--- config.mk ---
export PLATFORM = sky130hd
export DESIGN_NAME = apb_uart_slave_flat
export DESIGN_NICKNAME = d
export VERILOG_FILES = /design/src/rtl/apb_uart_pkg.sv /design/src/rtl/apb_uart_slave_if.sv /design/src/rtl/apb_uart_timer.sv /design/src/rtl/apb_uart_slave.sv /design/src/flat_wrapper.sv
export SDC_FILE = /design/constraint.sdc
export NUM_CORES = 1
export LEC_CHECK = 0
export ABC_AREA = 1
export ABC_CLOCK_PERIOD_IN_PS = 1700
export CORE_AREA = 2 2 113 115
export CTS_BUF_LIST = sky130_fd_sc_hd__clkbuf_16
export CTS_CLUSTER_SIZE = 14
export DETAILED_ROUTE_END_ITERATION = 7
export DIE_AREA = 0 0 115 117
export DONT_BUFFER_PORTS = 1
export PLACE_DENSITY_LB_ADDON = 0.1
export SETUP_SLACK_MARGIN = 0.1
export SYNTH_ARGS = -nofsm -noshare
export SYNTH_HDL_FRONTEND = slang
export SYNTH_SLANG_ARGS = --single-unit
export TNS_END_PERCENT = 1
--- constraint.sdc ---
create_clock -name apb_clk -period 1.7 [get_ports apb_clk]
set_input_delay 0.255 -clock apb_clk [delete_from_list [all_inputs] [get_ports apb_clk]]
set_output_delay 0.255 -clock apb_clk [all_outputs]
set_load 0.02 [all_outputs]
--- src/rtl/apb_uart_pkg.sv ---
// Shared types for the APB-to-UART bridge: FSM state encoding and the
// remote request payload carried towards the UART TX FIFO.
package apb_uart_pkg;

  localparam int APB_ADDR_W = 16;
  localparam int APB_DATA_W = 32;

  typedef enum logic [2:0] {
    IDLE     = 3'd0,
    LOCAL    = 3'd1,
    REQ      = 3'd2,
    WAIT_RSP = 3'd3,
    DONE     = 3'd4
  } uart_state_e;

  typedef struct packed {
    logic                  wr;
    logic [APB_ADDR_W-1:0] addr;
    logic [APB_DATA_W-1:0] data;
  } uart_req_t;

  // Read requests carry no data, so the payload is zeroed for them.
  function automatic uart_req_t make_req(input logic                  wr,
                                         input logic [APB_ADDR_W-1:0] addr,
                                         input logic [APB_DATA_W-1:0] data);
    uart_req_t r;
    r.wr   = wr;
    r.addr = addr;
    r.data = wr ? data : '0;
    return r;
  endfunction

endpackage

--- src/rtl/apb_uart_slave_if.sv ---
// APB completer-side bus bundle; the master modport is the bus driver,
// the slave modport is the bridge.
interface apb_uart_slave_if #(
  parameter int ADDR_W = 16,
  parameter int DATA_W = 32
);

  logic              psel;
  logic              penable;
  logic              pwrite;
  logic [ADDR_W-1:0] paddr;
  logic [DATA_W-1:0] pwdata;
  logic              pready;
  logic [DATA_W-1:0] prdata;
  logic              pslverr;

  modport master (
    output psel, penable, pwrite, paddr, pwdata,
    input  pready, prdata, pslverr
  );

  modport slave (
    input  psel, penable, pwrite, paddr, pwdata,
    output pready, prdata, pslverr
  );

endinterface

--- src/rtl/apb_uart_timer.sv ---
// Saturating wait-cycle counter for remote transfers; expired_o flags the
// last permitted wait cycle. TIMEOUT of 0 never expires.
module apb_uart_timer #(
  parameter int TIMEOUT = 255
) (
  input  logic apb_clk,
  input  logic reset,
  input  logic clear_i,
  input  logic enable_i,
  output logic expired_o
);

  localparam int            CW   = (TIMEOUT > 0) ? $clog2(TIMEOUT + 1) : 1;
  localparam logic [CW-1:0] SAT  = CW'(TIMEOUT);
  localparam logic [CW-1:0] LAST = (TIMEOUT > 0) ? CW'(TIMEOUT - 1) : '0;

  logic [CW-1:0] count_q;
  logic [CW-1:0] count_d;

  // Next count: clear wins, then saturating increment while enabled.
  always_comb begin
    count_d = count_q;
    if (clear_i) begin
      count_d = '0;
    end else if (enable_i && (count_q < SAT)) begin
      count_d = count_q + CW'(1);
    end else begin
      count_d = count_q;
    end
  end

  // Count register.
  always_ff @(posedge apb_clk or negedge reset) begin
    if (!reset) begin
      count_q <= '0;
    end else begin
      count_q <= count_d;
    end
  end

  // The cycle holding count TIMEOUT-1 is the TIMEOUT-th wait cycle.
  assign expired_o = (TIMEOUT > 0) && enable_i && (count_q >= LAST);

endmodule

--- src/rtl/apb_uart_slave.sv ---
// APB completer that serves a local register window with zero wait states
// and forwards all other accesses to the UART request/response path.
module apb_uart_slave
  import apb_uart_pkg::*;
#(
  parameter int DATA_W  = 32,
  parameter int ADDR_W  = 16,
  parameter int REG_AW  = 5,
  parameter int TIMEOUT = 255
) (
  input  logic              apb_clk,
  input  logic              reset,
  apb_uart_slave_if.slave   apb,

  output logic              req_valid_o,
  input  logic              req_ready_i,
  output logic              req_wr_o,
  output logic [ADDR_W-1:0] req_addr_o,
  output logic [DATA_W-1:0] req_data_o,

  input  logic              rsp_valid_i,
  input  logic [DATA_W-1:0] rsp_data_i,
  input  logic              rsp_err_i,

  output logic [REG_AW-1:0] reg_addr_o,
  output logic [DATA_W-1:0] reg_wdata_o,
  output logic              reg_we_o,
  output logic              reg_re_o,
  input  logic [DATA_W-1:0] reg_rdata_i,

  output logic              stray_rsp_o
);

  uart_state_e       state_q, state_d;
  uart_req_t         req_q, req_d;
  logic [DATA_W-1:0] rdata_q, rdata_d;
  logic              err_q, err_d;
  logic              stray_q;

  logic              in_win_s;
  logic              setup_s;
  logic              tmr_clear_s;
  logic              tmr_en_s;
  logic              expired_s;

  assign in_win_s    = &apb.paddr[ADDR_W-1:REG_AW];
  assign setup_s     = apb.psel && !apb.penable;
  assign stray_rsp_o = stray_q;

  apb_uart_timer #(
    .TIMEOUT (TIMEOUT)
  ) u_timer (
    .apb_clk   (apb_clk),
    .reset     (reset),
    .clear_i   (tmr_clear_s),
    .enable_i  (tmr_en_s),
    .expired_o (expired_s)
  );

  // Next-state and output decode; abort beats handshake beats timeout.
  always_comb begin
    state_d     = state_q;
    req_d       = req_q;
    rdata_d     = rdata_q;
    err_d       = err_q;
    tmr_clear_s = 1'b0;
    tmr_en_s    = 1'b0;
    apb.pready  = 1'b0;
    apb.prdata  = '0;
    apb.pslverr = 1'b0;
    reg_we_o    = 1'b0;
    reg_re_o    = 1'b0;
    reg_addr_o  = '0;
    reg_wdata_o = '0;
    req_valid_o = 1'b0;
    req_wr_o    = 1'b0;
    req_addr_o  = '0;
    req_data_o  = '0;

    case (state_q)
      IDLE: begin
        if (setup_s && in_win_s) begin
          state_d = LOCAL;
        end else if (setup_s) begin
          state_d     = REQ;
          tmr_clear_s = 1'b1;
          req_d       = make_req(apb.pwrite, APB_ADDR_W'(apb.paddr),
                                 APB_DATA_W'(apb.pwdata));
        end else begin
          state_d = IDLE;
        end
      end

      LOCAL: begin
        reg_we_o    = apb.pwrite;
        reg_re_o    = !apb.pwrite;
        reg_addr_o  = apb.paddr[REG_AW-1:0];
        reg_wdata_o = apb.pwdata;
        apb.pready  = 1'b1;
        apb.prdata  = reg_rdata_i;
        state_d     = IDLE;
      end

      REQ: begin
        tmr_en_s    = 1'b1;
        req_valid_o = 1'b1;
        req_wr_o    = req_q.wr;
        req_addr_o  = ADDR_W'(req_q.addr);
        req_data_o  = DATA_W'(req_q.data);
        if (!apb.psel) begin
          state_d = IDLE;
        end else if (req_ready_i && req_q.wr) begin
          state_d = DONE;
          rdata_d = '0;
          err_d   = 1'b0;
        end else if (req_ready_i) begin
          state_d = WAIT_RSP;
        end else if (expired_s) begin
          state_d = DONE;
          rdata_d = '0;
          err_d   = 1'b1;
        end else begin
          state_d = REQ;
        end
      end

      WAIT_RSP: begin
        tmr_en_s = 1'b1;
        if (!apb.psel) begin
          state_d = IDLE;
        end else if (rsp_valid_i) begin
          state_d = DONE;
          rdata_d = rsp_data_i;
          err_d   = rsp_err_i;
        end else if (expired_s) begin
          state_d = DONE;
          rdata_d = '0;
          err_d   = 1'b1;
        end else begin
          state_d = WAIT_RSP;
        end
      end

      DONE: begin
        apb.pready  = 1'b1;
        apb.prdata  = rdata_q;
        apb.pslverr = err_q;
        state_d     = IDLE;
      end

      default: begin
        state_d = IDLE;
      end
    endcase
  end

  // State, captured request payload and captured completion.
  always_ff @(posedge apb_clk or negedge reset) begin
    if (!reset) begin
      state_q <= IDLE;
      req_q   <= '0;
      rdata_q <= '0;
      err_q   <= 1'b0;
    end else begin
      state_q <= state_d;
      req_q   <= req_d;
      rdata_q <= rdata_d;
      err_q   <= err_d;
    end
  end

  // Any response arriving while nothing is waiting for it is latched.
  always_ff @(posedge apb_clk or negedge reset) begin
    if (!reset) begin
      stray_q <= 1'b0;
    end else if (rsp_valid_i && (state_q != WAIT_RSP)) begin
      stray_q <= 1'b1;
    end else begin
      stray_q <= stray_q;
    end
  end

endmodule

--- src/flat_wrapper.sv ---
// flat-port wrapper written by rule: the top's interface ports become plain ports
module apb_uart_slave_flat import apb_uart_pkg::*;
#(
  parameter int DATA_W  = 32,
  parameter int ADDR_W  = 16,
  parameter int REG_AW  = 5,
  parameter int TIMEOUT = 255
)
  (apb_clk, reset, req_valid_o, req_ready_i, req_wr_o, req_addr_o, req_data_o, rsp_valid_i, rsp_data_i, rsp_err_i, reg_addr_o, reg_wdata_o, reg_we_o, reg_re_o, reg_rdata_i, stray_rsp_o, apb_psel, apb_penable, apb_pwrite, apb_paddr, apb_pwdata, apb_pready, apb_prdata, apb_pslverr);
  apb_uart_slave_if #(.ADDR_W(ADDR_W), .DATA_W(DATA_W)) apb_i ();
  input  logic apb_clk;
  input  logic reset;
  output logic req_valid_o;
  input  logic req_ready_i;
  output logic req_wr_o;
  output logic [ADDR_W-1:0] req_addr_o;
  output logic [DATA_W-1:0] req_data_o;
  input  logic rsp_valid_i;
  input  logic [DATA_W-1:0] rsp_data_i;
  input  logic rsp_err_i;
  output logic [REG_AW-1:0] reg_addr_o;
  output logic [DATA_W-1:0] reg_wdata_o;
  output logic reg_we_o;
  output logic reg_re_o;
  input  logic [DATA_W-1:0] reg_rdata_i;
  output logic stray_rsp_o;
  input wire logic [$bits(apb_i.psel)-1:0] apb_psel;
  input wire logic [$bits(apb_i.penable)-1:0] apb_penable;
  input wire logic [$bits(apb_i.pwrite)-1:0] apb_pwrite;
  input wire logic [$bits(apb_i.paddr)-1:0] apb_paddr;
  input wire logic [$bits(apb_i.pwdata)-1:0] apb_pwdata;
  output wire logic [$bits(apb_i.pready)-1:0] apb_pready;
  output wire logic [$bits(apb_i.prdata)-1:0] apb_prdata;
  output wire logic [$bits(apb_i.pslverr)-1:0] apb_pslverr;
  assign apb_i.psel = apb_psel;
  assign apb_i.penable = apb_penable;
  assign apb_i.pwrite = apb_pwrite;
  assign apb_i.paddr = apb_paddr;
  assign apb_i.pwdata = apb_pwdata;
  assign apb_pready = apb_i.pready;
  assign apb_prdata = apb_i.prdata;
  assign apb_pslverr = apb_i.pslverr;
  apb_uart_slave #(.DATA_W(DATA_W), .ADDR_W(ADDR_W), .REG_AW(REG_AW), .TIMEOUT(TIMEOUT)) u_core (.apb_clk(apb_clk), .reset(reset), .apb(apb_i), .req_valid_o(req_valid_o), .req_ready_i(req_ready_i), .req_wr_o(req_wr_o), .req_addr_o(req_addr_o), .req_data_o(req_data_o), .rsp_valid_i(rsp_valid_i), .rsp_data_i(rsp_data_i), .rsp_err_i(rsp_err_i), .reg_addr_o(reg_addr_o), .reg_wdata_o(reg_wdata_o), .reg_we_o(reg_we_o), .reg_re_o(reg_re_o), .reg_rdata_i(reg_rdata_i), .stray_rsp_o(stray_rsp_o));
endmodule
==> qor.csv, run 1 <==
stage;metric;value;unit
synth;seq_area_frac_synth;38.98;%
global_routing;first_global_vias;5197;
global_routing;globalRoute.totalOverflow;0;
worst_setup_path;rr_endpoint;u_core.req_q[22]$_DFFE_PN0P_;
place;place_congestion;0.8201;
sta;finalCritPeriodShare;106.8;%
layout;diodes;0;
floorplan;fp.dieH;117;um
clocking;clk_latency;340;ps
synth;synth_xor_area_share;0.4354;%
synth;synthMuxAreaShare;0;%
floorplan;die_area;0.01346;mm^2
floorplan;start_util;49.01;%
synth;syn_area;0.006035;mm^2
worst_setup_path;cp-endpoint;req_data_o[31];
routing;ant_nets;0;
sta;fmax;550.6;MHz
routing;drt_iter0_drc;500;
routing;avgViaCountPerCell;4.987;
synth;synthAdderAreaFrac;0.4147;%
synth;synth_top_family_by_area;simple AND/OR/NAND/NOR gates;
routing;routedWlPerCell;13.18;um
place;portBuffers;0;
layout;multi_input_area;0.002809;mm^2
outcome;violations;hold timing, setup timing;
synth;syn_area_per_cell;6.372;um^2
worst_setup_path;crit_required;1440;ps
sta;worstMarginPinSlew;370.6;ps
power_and_ir_drop;powerDensity;879.5;mW/mm^2
place;dp_cells;1178;
clocking;root_buffer;clkbuf_16;
clocking;htreeDepth;3;
clocking;clk_pin_slew_worst_paths;70;ps
worst_setup_path;crit_type;flip-flop to output port;
clocking;cts_tree;yes;
clocking;cts_buffers;9;
sta;period_minus_slack;1816;ps
sta;clock_skew;7.154;ps
worst_setup_path;rrSetupSlack;90;ps
global_routing;grt_usage;22.56;%
place;hpwlAfterDp;11290;um
power_and_ir_drop;comb_power_share;28.0;%
synth;ys_types;29;
routing;firstDrtPassIters;5;
layout;seq_area;0.002357;mm^2
worst_setup_path;r2r-start;u_core.state_q[2]$_DFF_PN0_;
synth;synth-warning-count;0;
outcome;status;complete, but fails checks;
power_and_ir_drop;p_sw;2.156;mW
synth;synth_top_area_share;38.98;%
sta;finalWorstSetupSlack;-116.3;ps
worst_setup_path;setup.worst_path.end_class;output port;
floorplan;die_w;115;um
synth;syn-num-nets;1069;
worst_setup_path;cp_max_fo;50;
floorplan;rows;41;
synth;synth_cells;947;
sta;finalHoldViolCount;94;
global_routing;antenna_found_initial;0;
worst_setup_path;start_kind;flip-flop;
power_and_ir_drop;ir_drop;0.5066;mV
worst_setup_path;crit_start;u_core.state_q[1]$_DFF_PN0_;
sta;drv_slew;0;
power_and_ir_drop;p_int;4.387;mW
worst_setup_path;cp.arrival;1560;ps
worst_setup_path;r2r_cells;8;
synth;synth_top_cell_by_area;dfrtp_1;
power_and_ir_drop;pwr-share-seq;42.8;%
hold_path;hp-class;input pin to asynchronous set/reset pin;
global_routing;grt_max_degree;95;
routing;vias;5959;
synth;synth_compound_area_share;7.837;%
power_and_ir_drop;switching_share;32.95;%
layout;layoutNonFillerInstCount;1195;
power_and_ir_drop;clkPwrFrac;29.2;%
layout;nets;1163;
layout;area_growth_syn_to_layout;23.28;%
synth;ys_ff_latch;94;
power_and_ir_drop;p_leak;4.397;nW
global_routing;grt_first_pass_wirelength;24620;um
sta;relSlewSlack;75.29;%
synth;synth_area_leaders;dfrtp_1 39%, nand2_1 17%, inv_1 11%, nand3_1 9.7%, nor2_1 7.0%;
sta;setup_violations;121;
floorplan;io-pin-count;244;
synth;yosys.area_share.simple;36.39;%
sta;hold_slack;-394.6;ps
routing;drc;0;
sta;rsz0062_at_grt;yes;
routing;finalWirelength;15760;um
clocking;clock-sinks;94;
floorplan;core_region_area;0.01231;mm^2
clocking;clock_path_buffers;2;
run;drv_cap;0;
layout;fill_cells;1208;
layout;drive_gt1_share;19.52;%
[metal layers]
metal  track usage (%)  wire length [um]
met1             29.54              7001
met2             37.88              7448
met3             4.119              1084
met4             7.871               222
met5                 0                 0
[cell usage in the layout, fill, tap and decap left out, types with 5 or more instances in the layout]
| cell type | n |
|---|---|
| nand2_1 | 265 |
| inv_1 | 171 |
| buf_4 | 131 |
| nand3_1 | 116 |
| nor2_1 | 108 |
| dfrtp_1 | 90 |
| o21ai_1 | 59 |
| o21ai_0 | 13 |
| a21oi_2 | 10 |
| nand2_2 | 9 |
| clkbuf_16 | 9 |
| nor2_2 | 8 |
| inv_2 | 7 |
| nand4_1 | 5 |
| buf_6 | 5 |
[final cells by class]
cell class,count,share of cell area [%]
inverter,179,9.031
timing repair buffer,141,15.25
clock inverter,6,0.7232
multi-input combinational,616,37.76
sequential,94,31.69
clock buffer,9,3.027
tap,150,2.523
[flip-flops by register name, indices dropped and copies added, names as in the netlist]
signal / flops
u_core.req_q: 49
u_core.rdata_q: 32
u_core.u_timer.count_q: 8
u_core.state_q: 3
u_core.err_q: 1
u_core.stray_rsp_o: 1
[power groups by stage]
| stage | Sequential [mW] | Combinational [mW] | Clock, mW |
|---|---|---|---|
| 6_report | 2.80 | 1.83 | 1.91 |
| 5_1_grt | 2.84 | 2.03 | 2.05 |
| 4_1_cts | 2.79 | 1.81 | 1.96 |
| 3_5_place_dp | 2.82 | 1.78 | 0 |
| 3_3_place_gp | 2.81 | 1.75 | 0 |
| 2_1_floorplan | 2.77 | 1.27 | 0 |
[Yosys cell counts]
library cell / n
nand4_1: 5
nand2_4: 1
nor2_1: 113
inv_2: 6
inv_1: 172
buf_2: 19
nand3_2: 1
dfrtp_1: 94
a21oi_2: 10
xor2_1: 1
buf_1: 2
nand3_1: 117
nand2_1: 274
nor2_2: 4
xnor2_1: 2
a21oi_1: 1
nand3b_1: 3
buf_6: 6
buf_4: 1
clkbuf_1: 30
o211ai_1: 1
o21bai_1: 1
ha_1: 2
nand2_2: 4
clkinv_1: 1
o21ai_1: 40
nor2_4: 2
nor3_2: 1
o21ai_0: 33
[how the worst min path moves through the flow]
stage	from	end
floorplan	reset	u_core.err_q$_DFFE_PN0P_
global placement	reset	u_core.req_q[34]$_DFFE_PN0P_
finish	reset	u_core.req_q[34]$_DFFE_PN0P_
global route	reset	u_core.req_q[34]$_DFFE_PN0P_
detailed placement	reset	u_core.req_q[34]$_DFFE_PN0P_
CTS	reset	u_core.req_q[34]$_DFFE_PN0P_
[per-stage QoR]
stage / setup TNS (ps) / power [mW] / worst slack [ps] / area, um^2 / utilization, %
floorplan: 0 / 4.042 / 25.90 / 6035 / -
global placement: 0 / 4.555 / 130.4 / 7038 / 57.16
detailed placement: 0 / 4.606 / 87.20 / 7038 / 57.16
CTS: -8977 / 6.568 / -113.2 / 7371 / 59.87
global route: -14660 / 6.923 / -155.1 / 7440 / 60.43
finish: -7085 / 6.543 / -116.3 / 7440 / 60.43
[cell families (layout without fill, tap and decap cells)]
family,after synthesis,count (layout)
buffers and inverters,237,335
AO/OA/AOI/OAI,86,86
XOR/XNOR,3,3
flip-flops,94,94
adder cells (fa/ha/maj),2,2
AND/OR/NAND/NOR,525,525
[worst max-delay path: stages, from the launching register on]
cell and delay, ps:
dfrtp_2 430, inv_2 70, nor2_4 100, nand2_2 80
buf_12 190, nor2_1 170, buf_4 170
[what timing repair did]
action / in CTS / in global routing
endpoints found under the hold margin: 94 / 94
buffers inserted: 1 / 1
pin swaps: 0 / 8
setup endpoints to repair: 135 / 213
gates resized for setup: 16 / 37
No activity file was read; power rests on OpenSTA's default activity.
==> inputs of run 2 (changes only) <==
--- a/config.mk
+++ b/config.mk
@@ -6,7 +6,6 @@
 export NUM_CORES = 1
 export LEC_CHECK = 0
 export ABC_AREA = 1
-export ABC_CLOCK_PERIOD_IN_PS = 1700
 export CORE_AREA = 2 2 113 115
 export CTS_BUF_LIST = sky130_fd_sc_hd__clkbuf_16
 export CTS_CLUSTER_SIZE = 14
==> results of run 2 <==
Same layout as run 1: the final DEF is identical, and so are final timing and power.
